[config.mk]
export PLATFORM = sky130hd
export DESIGN_NAME = uart_tx_cfg
export DESIGN_NICKNAME = d
export VERILOG_FILES = /design/src/rtl/uart_pkg.sv /design/src/rtl/uart_baud_gen.sv /design/src/rtl/uart_tx_cfg.sv
export SDC_FILE = /design/constraint.sdc
export NUM_CORES = 1
export LEC_CHECK = 0
export ABC_CLOCK_PERIOD_IN_PS = 2140
export BUFFER_PORTS_ARGS = -buffer_cell sky130_fd_sc_hd__buf_2
export CORE_ASPECT_RATIO = 1.5
export CORE_UTILIZATION = 40
export DETAILED_ROUTE_END_ITERATION = 8
export GPL_ROUTABILITY_DRIVEN = 0
export GPL_TIMING_DRIVEN = 0
export MAX_ROUTING_LAYER = met4
export PLACE_DENSITY = 0.69
export SYNTH_ARGS = -nofsm -noshare
export SYNTH_HDL_FRONTEND = slang
export SYNTH_SLANG_ARGS = --single-unit
[constraint.sdc]
create_clock -name clk -period 2.14 [get_ports clk]
set_input_delay 0.214 -clock clk [delete_from_list [all_inputs] [get_ports clk]]
set_output_delay 0.214 -clock clk [all_outputs]
set_load 0.05 [all_outputs]
[src/rtl/uart_pkg.sv]
// Shared UART definitions: parity modes and frame FSM states, common to the
// transmitter and the matching receiver.
package uart_pkg;

  localparam int PAR_NONE = 0;
  localparam int PAR_ODD  = 1;
  localparam int PAR_EVEN = 2;

  typedef enum logic [2:0] {
    S_IDLE,
    S_START,
    S_DATA,
    S_PARITY,
    S_STOP
  } uart_state_e;

endpackage

[src/rtl/uart_baud_gen.sv]
// Bit-period counter: runs 0..CLK_GOAL-1 while enabled, flags the last clock
// of each bit period with bit_tick.
module uart_baud_gen #(
  parameter  int CLK_GOAL = 434,
  localparam int CW       = (CLK_GOAL > 1) ? $clog2(CLK_GOAL) : 1
) (
  input  logic          clk,
  input  logic          rst_n,
  input  logic          clr,
  input  logic          en,
  output logic [CW-1:0] cnt,
  output logic          bit_tick
);

  assign bit_tick = en && (cnt == CW'(CLK_GOAL - 1));

  always_ff @(posedge clk) begin
    if (!rst_n) begin
      cnt <= '0;
    end else if (clr || !en || bit_tick) begin
      cnt <= '0;
    end else begin
      cnt <= cnt + 1'b1;
    end
  end

endmodule

[src/rtl/uart_tx_cfg.sv]
// Parametrised UART transmitter with valid/ready input: start, DATA_BITS data
// (LSB first), optional parity, 1 or 2 stop bits on a registered uart_txd.
module uart_tx_cfg
  import uart_pkg::*;
#(
  parameter int CLK_F     = 50_000_000,
  parameter int UART_BPS  = 115200,
  parameter int CLK_GOAL  = CLK_F / UART_BPS,
  parameter int DATA_BITS = 8,
  parameter int PARITY    = PAR_NONE,
  parameter int STOP_BITS = 1
) (
  input  logic                 clk,
  input  logic                 rst_n,
  input  logic                 tx_valid,
  input  logic [DATA_BITS-1:0] uart_data_in,
  output logic                 tx_ready,
  output logic                 tx_busy,
  output logic                 uart_txd,
  output logic                 tx_done
);

  localparam int CW = (CLK_GOAL > 1) ? $clog2(CLK_GOAL) : 1;
  localparam logic [3:0] LAST_BIT  = 4'(DATA_BITS - 1);
  localparam logic       LAST_STOP = 1'(STOP_BITS - 1);

  if (CLK_GOAL < 2) begin : g_bad_goal
    $error("uart_tx_cfg: CLK_GOAL must be >= 2");
  end
  if (DATA_BITS < 5 || DATA_BITS > 9) begin : g_bad_data
    $error("uart_tx_cfg: DATA_BITS must be 5..9");
  end
  if (PARITY < PAR_NONE || PARITY > PAR_EVEN) begin : g_bad_parity
    $error("uart_tx_cfg: PARITY must be 0, 1 or 2");
  end
  if (STOP_BITS < 1 || STOP_BITS > 2) begin : g_bad_stop
    $error("uart_tx_cfg: STOP_BITS must be 1 or 2");
  end

  uart_state_e          state;
  logic [DATA_BITS-1:0] shreg;
  logic                 par_bit;
  logic [3:0]           bit_idx;
  logic                 stop_idx;
  logic [CW-1:0]        cnt;
  logic                 bit_tick;
  logic                 handshake;
  logic                 near_end;

  assign handshake = (state == S_IDLE) && tx_valid && tx_ready;
  // One clock before the final tick of the last stop bit, so the registered
  // tx_done lands in that bit's final clock.
  assign near_end  = (state == S_STOP) && (stop_idx == LAST_STOP) &&
                     (cnt == CW'(CLK_GOAL - 2));

  uart_baud_gen #(.CLK_GOAL(CLK_GOAL)) u_baud (
    .clk      (clk),
    .rst_n    (rst_n),
    .clr      (handshake),
    .en       (state != S_IDLE),
    .cnt      (cnt),
    .bit_tick (bit_tick)
  );

  // NOTE: all state and outputs are registers updated with non-blocking
  // assignments; the shift register is reset too since it is only a few flops.
  always_ff @(posedge clk) begin
    if (!rst_n) begin
      state    <= S_IDLE;
      uart_txd <= 1'b1;
      tx_ready <= 1'b0;
      tx_busy  <= 1'b0;
      tx_done  <= 1'b0;
      shreg    <= '0;
      par_bit  <= 1'b0;
      bit_idx  <= '0;
      stop_idx <= 1'b0;
    end else begin
      tx_done <= near_end;
      case (state)
        S_IDLE: begin
          uart_txd <= 1'b1;
          tx_ready <= 1'b1;
          if (handshake) begin
            shreg    <= uart_data_in;
            par_bit  <= (PARITY == PAR_ODD) ? ~^uart_data_in : ^uart_data_in;
            tx_ready <= 1'b0;
            tx_busy  <= 1'b1;
            uart_txd <= 1'b0;
            state    <= S_START;
          end
        end
        S_START: begin
          if (bit_tick) begin
            uart_txd <= shreg[0];
            shreg    <= shreg >> 1;
            bit_idx  <= '0;
            state    <= S_DATA;
          end
        end
        S_DATA: begin
          if (bit_tick) begin
            if (bit_idx == LAST_BIT) begin
              stop_idx <= 1'b0;
              if (PARITY != PAR_NONE) begin
                uart_txd <= par_bit;
                state    <= S_PARITY;
              end else begin
                uart_txd <= 1'b1;
                state    <= S_STOP;
              end
            end else begin
              uart_txd <= shreg[0];
              shreg    <= shreg >> 1;
              bit_idx  <= bit_idx + 4'd1;
            end
          end
        end
        S_PARITY: begin
          if (bit_tick) begin
            uart_txd <= 1'b1;
            state    <= S_STOP;
          end
        end
        S_STOP: begin
          if (bit_tick) begin
            if (stop_idx == LAST_STOP) begin
              tx_busy  <= 1'b0;
              tx_ready <= 1'b1;
              state    <= S_IDLE;
            end else begin
              stop_idx <= 1'b1;
            end
          end
        end
        default: state <= S_IDLE;
      endcase
    end
  end

endmodule

==> flow_summary_export.csv, run 1 <==
group,metric,value,unit
logic_synthesis,synth_edf_count,0,
floorplanning,rows,27,
global_routing,grt_first_pass_wirelength,5.444,mm
setup_path,crit_fanout,6,
cts,clock_latency,0.28,ns
global_routing,grt_pass1_vias,1255,
placement,place_inst,231,
floorplanning,die_x,52.69,um
route,vias_per_cell,5.583,
route,ant_nets,0,
global_routing,grt-ovfl-total,0,
cts,cts_resized,0,
cells_and_area,nets,208,
cells_and_area,fin_util,47.03,%
cells_and_area,synthToLayoutAreaGrowth,12.34,%
placement,portBuffers,13,
setup_path,endpoint_kind,"flop",
cts,cts.htree.levels,1,
logic_synthesis,ys_async_sr_fraction,0,%
sta,finalHoldViolations,0,
setup_path,crit_type,"flop to flop",
worst_hold_path,min_path_type,"primary input to flop",
flow_run,drv_cap,0,
logic_synthesis,synthFlopType,"dfxtp_1",
route,drt-total-wl,3.111,mm
route,dr_total_vias,1312,
floorplanning,core_region_area,0.003682,mm2
setup_path,cp.required,2.28,ns
worst_hold_path,hold_end,"shreg[6]",
route,wl_per_cell,13.24,um
cts,path_clk_slew,0.10,ns
placement,placed_area,0.001660,mm2
logic_synthesis,syn_inst,175,
sta,tightest_slew,0.6191,ns
sta,timing.hold.ws,0.3063,ns
setup_path,reg2reg_to,"bit_idx[3]",
logic_synthesis,synth_cell_types,48,
cts,cts_sinks,28,
power_and_ir_drop,ir_drop,0.0003784,V
cells_and_area,diodes,0,
cells_and_area,stdcell_count,235,
global_routing,grt_use_total,17.89,%
sta,fin_skew,0.003958,ns
setup_path,max_stage_delay,0.55,ns
worst_hold_path,whs_path_depth,4,
sta,fin_crit_sh,80.90,%
cells_and_area,drive_gt1_share,15.10,%
cells_and_area,fillCellCount,367,
logic_synthesis,yosysTopAreaCell,"dfxtp_1",
sta,timing.fmax,577.6,MHz
global_routing,grt_max_degree,17,
cells_and_area,fin_area,0.001732,mm2
cts,hold_buffers,0,
sta,rsz0062_at_grt,"false",
route,dr.first_iter.drc_count,38,
power_and_ir_drop,power.leakage,0.6470,nW
setup_path,cp_top_family,"simple AND/OR/NAND/NOR gates",
sta,period_needed,1.731,ns
route,firstDrtPassIters,4,
floorplanning,die_height,78.03,um
setup_path,crit_chain,"ha_1, nand4bb_1, nor4_1, a311oi_1",
logic_synthesis,syn_nets,190,
logic_synthesis,ys_seq_elements,28,
floorplanning,start_util,41.86,%
sta,setup_tns,0,ns
setup_path,r2r_slack,0.41,ns
route,route.detailed.drc,0,
setup_path,r2r_start,"u_baud.cnt[0]",
placement,dp_hpwl,2.323,mm
logic_synthesis,synthTopCellsByArea,"dfxtp_1 36%, mux2i_1 6.5%, nand2_1 4.6%, o21ai_0 3.6%, nor3b_1 3.4%",
global_routing,antenna_found_initial,0,
cts,cts_tree,"done",
sta,slew_headroom,58.34,%
sta,maxSlewViolCount,0,
setup_path,cp_slowest_cell,"nor4_1",
cts,cts-root-buf,"clkbuf_8",
cts,cts_max_path_buffers,2,
worst_hold_path,hold_start,"uart_data_in[6]",
placement,place_ws,0.4134,ns
setup_path,cp_data_arrival_time,1.88,ns
outcome,status,"finished, final reports clean",
logic_synthesis,synth.yosys.seq_area_share,36.36,%
logic_synthesis,synth_warnings,0,
sta,fin_ws,0.4088,ns
setup_path,cp-start-kind,"flop",
sta,setup_violations,0,
logic_synthesis,synth_top_cell_area_share,36.36,%
power_and_ir_drop,power,1.209,mW
setup_path,worst-path-buf-inv,0,
floorplanning,io_pins,15,
cts,cts_setup_buffers,0,
power_and_ir_drop,power_density,698.3,mW/mm2
logic_synthesis,syn_area,0.001541,mm2
floorplanning,die_area,0.004111,mm2
logic_synthesis,syn_avg_cell_area,8.808,um2
cts,numCtsBuffers,3,
setup_path,r2r_cells,4,
==> worst reg2reg max path: cells and delay by family, from the launching register on <==
| kind | cells | cell delay [ns] |
|---|---|---|
| adder cells (fa/ha/maj) | 1 | 0.28 |
| AO/OA/AOI/OAI | 1 | 0.18 |
| AND/OR/NAND/NOR | 2 | 0.70 |
| flip-flops | 1 | 0.43 |
==> routing by layer <==
metal / up-vias / global-route usage [%] / part of all wire, %
met4: 0 / 7.895 / 1.8
met2: 24 / 30.25 / 50
li1: 662 / - / -
met5: - / - / 0
met3: 6 / 2.907 / 3.4
met1: 620 / 20.00 / 45
==> state kept, by name, summed over array words and instances, names as in the netlist <==
register    cells
uart_txd        1
tx_busy         1
tx_ready        1
tx_done         1
shreg           8
bit_idx         4
state           3
u_baud.cnt      9
==> layout by cell type (no fill, tap or decap), types with 5 or more instances in the layout <==
master     n
o21ai_0   11
mux2i_1   10
o21a_1     7
nor2_1    13
nand2_1   19
dfxtp_1   28
clkbuf_1   5
nor3b_1    7
buf_2     15
nand3_1    7
a21oi_1    5
==> power breakdown <==
| group | switching (mW) | internal, mW | total (mW) |
|---|---|---|---|
| logic | 0.125 | 0.0912 | 0.216 |
| registers | 0.0177 | 0.551 | 0.568 |
| clock network | 0.175 | 0.251 | 0.425 |
==> cell type report <==
class / count / area, um2 / area share, %
Buffer: 10 / 58.81 / 3.396
Clock buffer: 3 / 41.29 / 2.384
Clock inverter: 1 / 30.03 / 1.734
Inverter: 4 / 15.01 / 0.8671
Multi-Input combinational cell: 133 / 907.1 / 52.38
Sequential cell: 28 / 560.5 / 32.37
Tap cell: 43 / 53.80 / 3.107
Timing Repair Buffer: 13 / 65.06 / 3.757
==> how the worst max path moves through the flow <==
| stage | from | end | slack (ns) | depth (start not counted) |
|---|---|---|---|---|
| after floorplan | tx_ready | shreg[7] | 0.48 | 5 |
| after global placement | u_baud.cnt[0] | bit_idx[0] | 0.46 | 4 |
| after detailed placement | u_baud.cnt[0] | bit_idx[3] | 0.41 | 4 |
| after CTS | u_baud.cnt[0] | bit_idx[3] | 0.43 | 4 |
| after global routing | u_baud.cnt[0] | bit_idx[0] | 0.17 | 4 |
| final | u_baud.cnt[0] | bit_idx[3] | 0.41 | 4 |
==> cells by family after synthesis <==
| group | count (synthesis) | share of synthesized area, % |
|---|---|---|
| AOI/OAI and AO/OA | 36 | 15.34 |
| DFF | 28 | 36.36 |
| and+or+nand+nor | 75 | 28.73 |
| adders and majority gates | 4 | 3.247 |
| buffers and inverters | 14 | 4.789 |
| muxes | 10 | 6.494 |
| xor gates and xnor gates | 8 | 5.033 |
==> cells in the mapped netlist (2+ instances only) <==
cell type	number
nor2_1	13
buf_2	2
nor2b_1	4
nand4b_1	4
nand2_1	19
inv_1	4
xor2_1	3
nor3_1	2
mux2i_1	10
nor4_1	2
xnor2_1	4
dfxtp_1	28
nand3_1	7
a31oi_1	3
clkbuf_1	5
nor3b_1	7
o21a_1	7
o21ai_0	11
a21oi_1	5
ha_1	4
buf_6	2
nand3b_1	3
(Power assumes the default switching activity.)
==> run 2: changes to the inputs <==
--- a/config.mk
+++ b/config.mk
@@ -5,7 +5,7 @@
 export SDC_FILE = /design/constraint.sdc
 export NUM_CORES = 1
 export LEC_CHECK = 0
-export ABC_CLOCK_PERIOD_IN_PS = 2140
+export ABC_CLOCK_PERIOD_IN_PS = 1700
 export BUFFER_PORTS_ARGS = -buffer_cell sky130_fd_sc_hd__buf_2
 export CORE_ASPECT_RATIO = 1.5
 export CORE_UTILIZATION = 40
==> constraint.sdc (replaced) <==
create_clock -name clk -period 1.7 [get_ports clk]
set_input_delay 0.17 -clock clk [delete_from_list [all_inputs] [get_ports clk]]
set_output_delay 0.17 -clock clk [all_outputs]
set_load 0.05 [all_outputs]
==> flow_summary_export.csv, run 2 (same netlist as run 1, synthesis figures left out) <==
group,metric,value,unit
cts,path_clk_slew,0.10,ns
setup_path,r2r_slack,0.04,ns
worst_hold_path,whs_path_depth,4,
cells_and_area,final_common_cell,"dfxtp_1",
cts,cts-root-buf,"clkbuf_8",
route,vias_per_cell,5.703,
sta,timing.fmax,602.1,MHz
global_routing,grt_use_total,17.85,%
global_routing,antenna_found_initial,0,
power_and_ir_drop,p_clk_share,35.1,%
sta,period_needed,1.661,ns
floorplanning,start_util,41.86,%
setup_path,worstSetupEndpoint,"shreg[7]",
floorplanning,die_x,52.69,um
setup_path,startpoint,"u_baud.cnt[4]",
cells_and_area,diodes,0,
global_routing,grt_first_pass_wirelength,5.437,mm
power_and_ir_drop,power.leakage,0.6542,nW
route,route.detailed.drc,0,
route,dr.first_iter.drc_count,32,
setup_path,cp_top_family,"compound AO/OA/AOI/OAI gates",
outcome,status,"finished, final reports clean",
sta,fin_skew,0.005829,ns
power_and_ir_drop,power_density,866.5,mW/mm2
setup_path,worst-path-buf-inv,1,
cells_and_area,layout_common_cells,"28 x dfxtp_1, 19 x nand2_1, 15 x buf_2",
global_routing,grt-ovfl-total,0,
cts,cts.htree.levels,1,
setup_path,max_stage_delay,0.46,ns
route,dr_total_vias,1346,
cells_and_area,nets,209,
sta,tightest_slew,0.4814,ns
cells_and_area,top_register,"u_baud.cnt",
power_and_ir_drop,intPower,1.126,mW
cts,cts_sinks,28,
cells_and_area,synthToLayoutAreaGrowth,14.37,%
global_routing,grt_pass1_vias,1250,
sta,maxSlewViolCount,0,
route,drt-total-wl,3.151,mm
sta,finalHoldViolations,0,
power_and_ir_drop,pwr-share-comb,18.1,%
sta,slew_headroom,67.90,%
setup_path,crit_chain,"and4b_4, nand4_2, a211o_1, buf_6, a31o_1",
cells_and_area,drive_gt1_share,18.13,%
floorplanning,io_pins,15,
setup_path,r2r_start,"u_baud.cnt[4]",
floorplanning,core_region_area,0.003682,mm2
setup_path,r2r_cells,5,
placement,dp_hpwl,2.323,mm
setup_path,cp-start-kind,"flop",
setup_path,cp_data_arrival_time,1.85,ns
setup_path,cp_slowest_cell,"dfxtp_1",
flow_run,drv_cap,0,
setup_path,cp.required,1.89,ns
setup_path,crit_type,"flop to flop",
setup_path,crit_fanout,8,
floorplanning,die_height,78.03,um
sta,rsz0062_at_grt,"true",
route,wl_per_cell,13.35,um
power_and_ir_drop,ir_drop,0.0004786,V
floorplanning,rows,27,
power_and_ir_drop,power,1.528,mW
placement,portBuffers,13,
setup_path,reg2reg_to,"shreg[7]",
setup_path,cp.depth,5,
route,firstDrtPassIters,4,
sta,setup_tns,0,ns
setup_path,endpoint_kind,"flop",
worst_hold_path,min_path_type,"primary input to flop",
route,ant_nets,0,
sta,fin_crit_sh,97.70,%
floorplanning,die_area,0.004111,mm2
sta,setup_violations,0,
power_and_ir_drop,switchingPower,0.4015,mW
cells_and_area,fillCellCount,362,
cts,cts_tree,"done",
global_routing,grt_max_degree,17,
power_and_ir_drop,seqPwrFrac,46.8,%
power_and_ir_drop,p_sw_share,26.28,%
cts,clock_latency,0.28,ns
cells_and_area,largest_reg_flops,9,
cts,cts_max_path_buffers,2,
cts,numCtsBuffers,3,
cells_and_area,reg.largest.list,"u_baud.cnt (9), shreg (8), bit_idx (4)",
-- run 2: cell type report --
type	count	area [um2]	area share, %
Buffer	10	60.06	3.407
Clock buffer	3	41.29	2.342
Clock inverter	1	30.03	1.703
Inverter	4	15.01	0.8517
Multi-Input combinational cell	133	929.6	52.73
Sequential cell	28	560.5	31.80
Tap cell	43	53.80	3.052
Timing Repair Buffer	14	72.57	4.116
-- run 2: layer usage --
metal  GRT usage (%)  part of all wire (%)  vias up
met3           2.907                   3.8        7
met2           30.13                    50       29
li1                -                     -      666
met1           20.00                    44      644
met5               -                     0        -
met4           7.895                   2.3        0
-- run 2: what timing repair did --
item | 4_1_cts | 5_1_grt
pin swaps | 0 | 1
hold buffers | 0 | 0
resized for setup | 1 | 7
setup endpoints to repair | 3 | 8
buffers inserted | 0 | 1
-- run 2: tightest hold or removal path, stage by stage --
cell and delay (ns):
buf_2 0.07, o21a_1 0.09, o21ai_0 0.06, mux2i_1 0.11
-- run 2: power by group through the flow --
| stage | combinational [mW] | clock, mW | sequential, mW |
|---|---|---|---|
| final | 0.277 | 0.535 | 0.715 |
| after global routing | 0.304 | 0.579 | 0.721 |
| after CTS | 0.275 | 0.551 | 0.716 |
| after detailed placement | 0.273 | 0 | 0.730 |
| after global placement | 0.271 | 0 | 0.730 |
| after floorplan | 0.182 | 0 | 0.760 |
-- run 2: through the flow --
stage	instance area, um2	setup WS [ns]	hold WS, ns	cells	util, %
global route	1763	-0.01563	0.2919	236	47.88
detailed placement	1660	-0.02657	0.4524	231	45.09
global placement	1660	0.01986	0.4461	231	45.09
CTS	1738	0.06996	0.2616	235	47.20
finish	1763	0.03904	0.2612	236	47.88
floorplan	1541	0.03830	0.3956	175	-
-- run 2: worst min path at each step --
stage                         start       end  slack, ns
floorplan                  tx_valid  state[0]       0.40
global placement           shreg[6]  shreg[6]       0.45
detailed placement         shreg[1]  shreg[1]       0.45
CTS                        tx_valid  state[0]       0.26
global route        uart_data_in[1]  shreg[1]       0.29
finish              uart_data_in[6]  shreg[6]       0.26
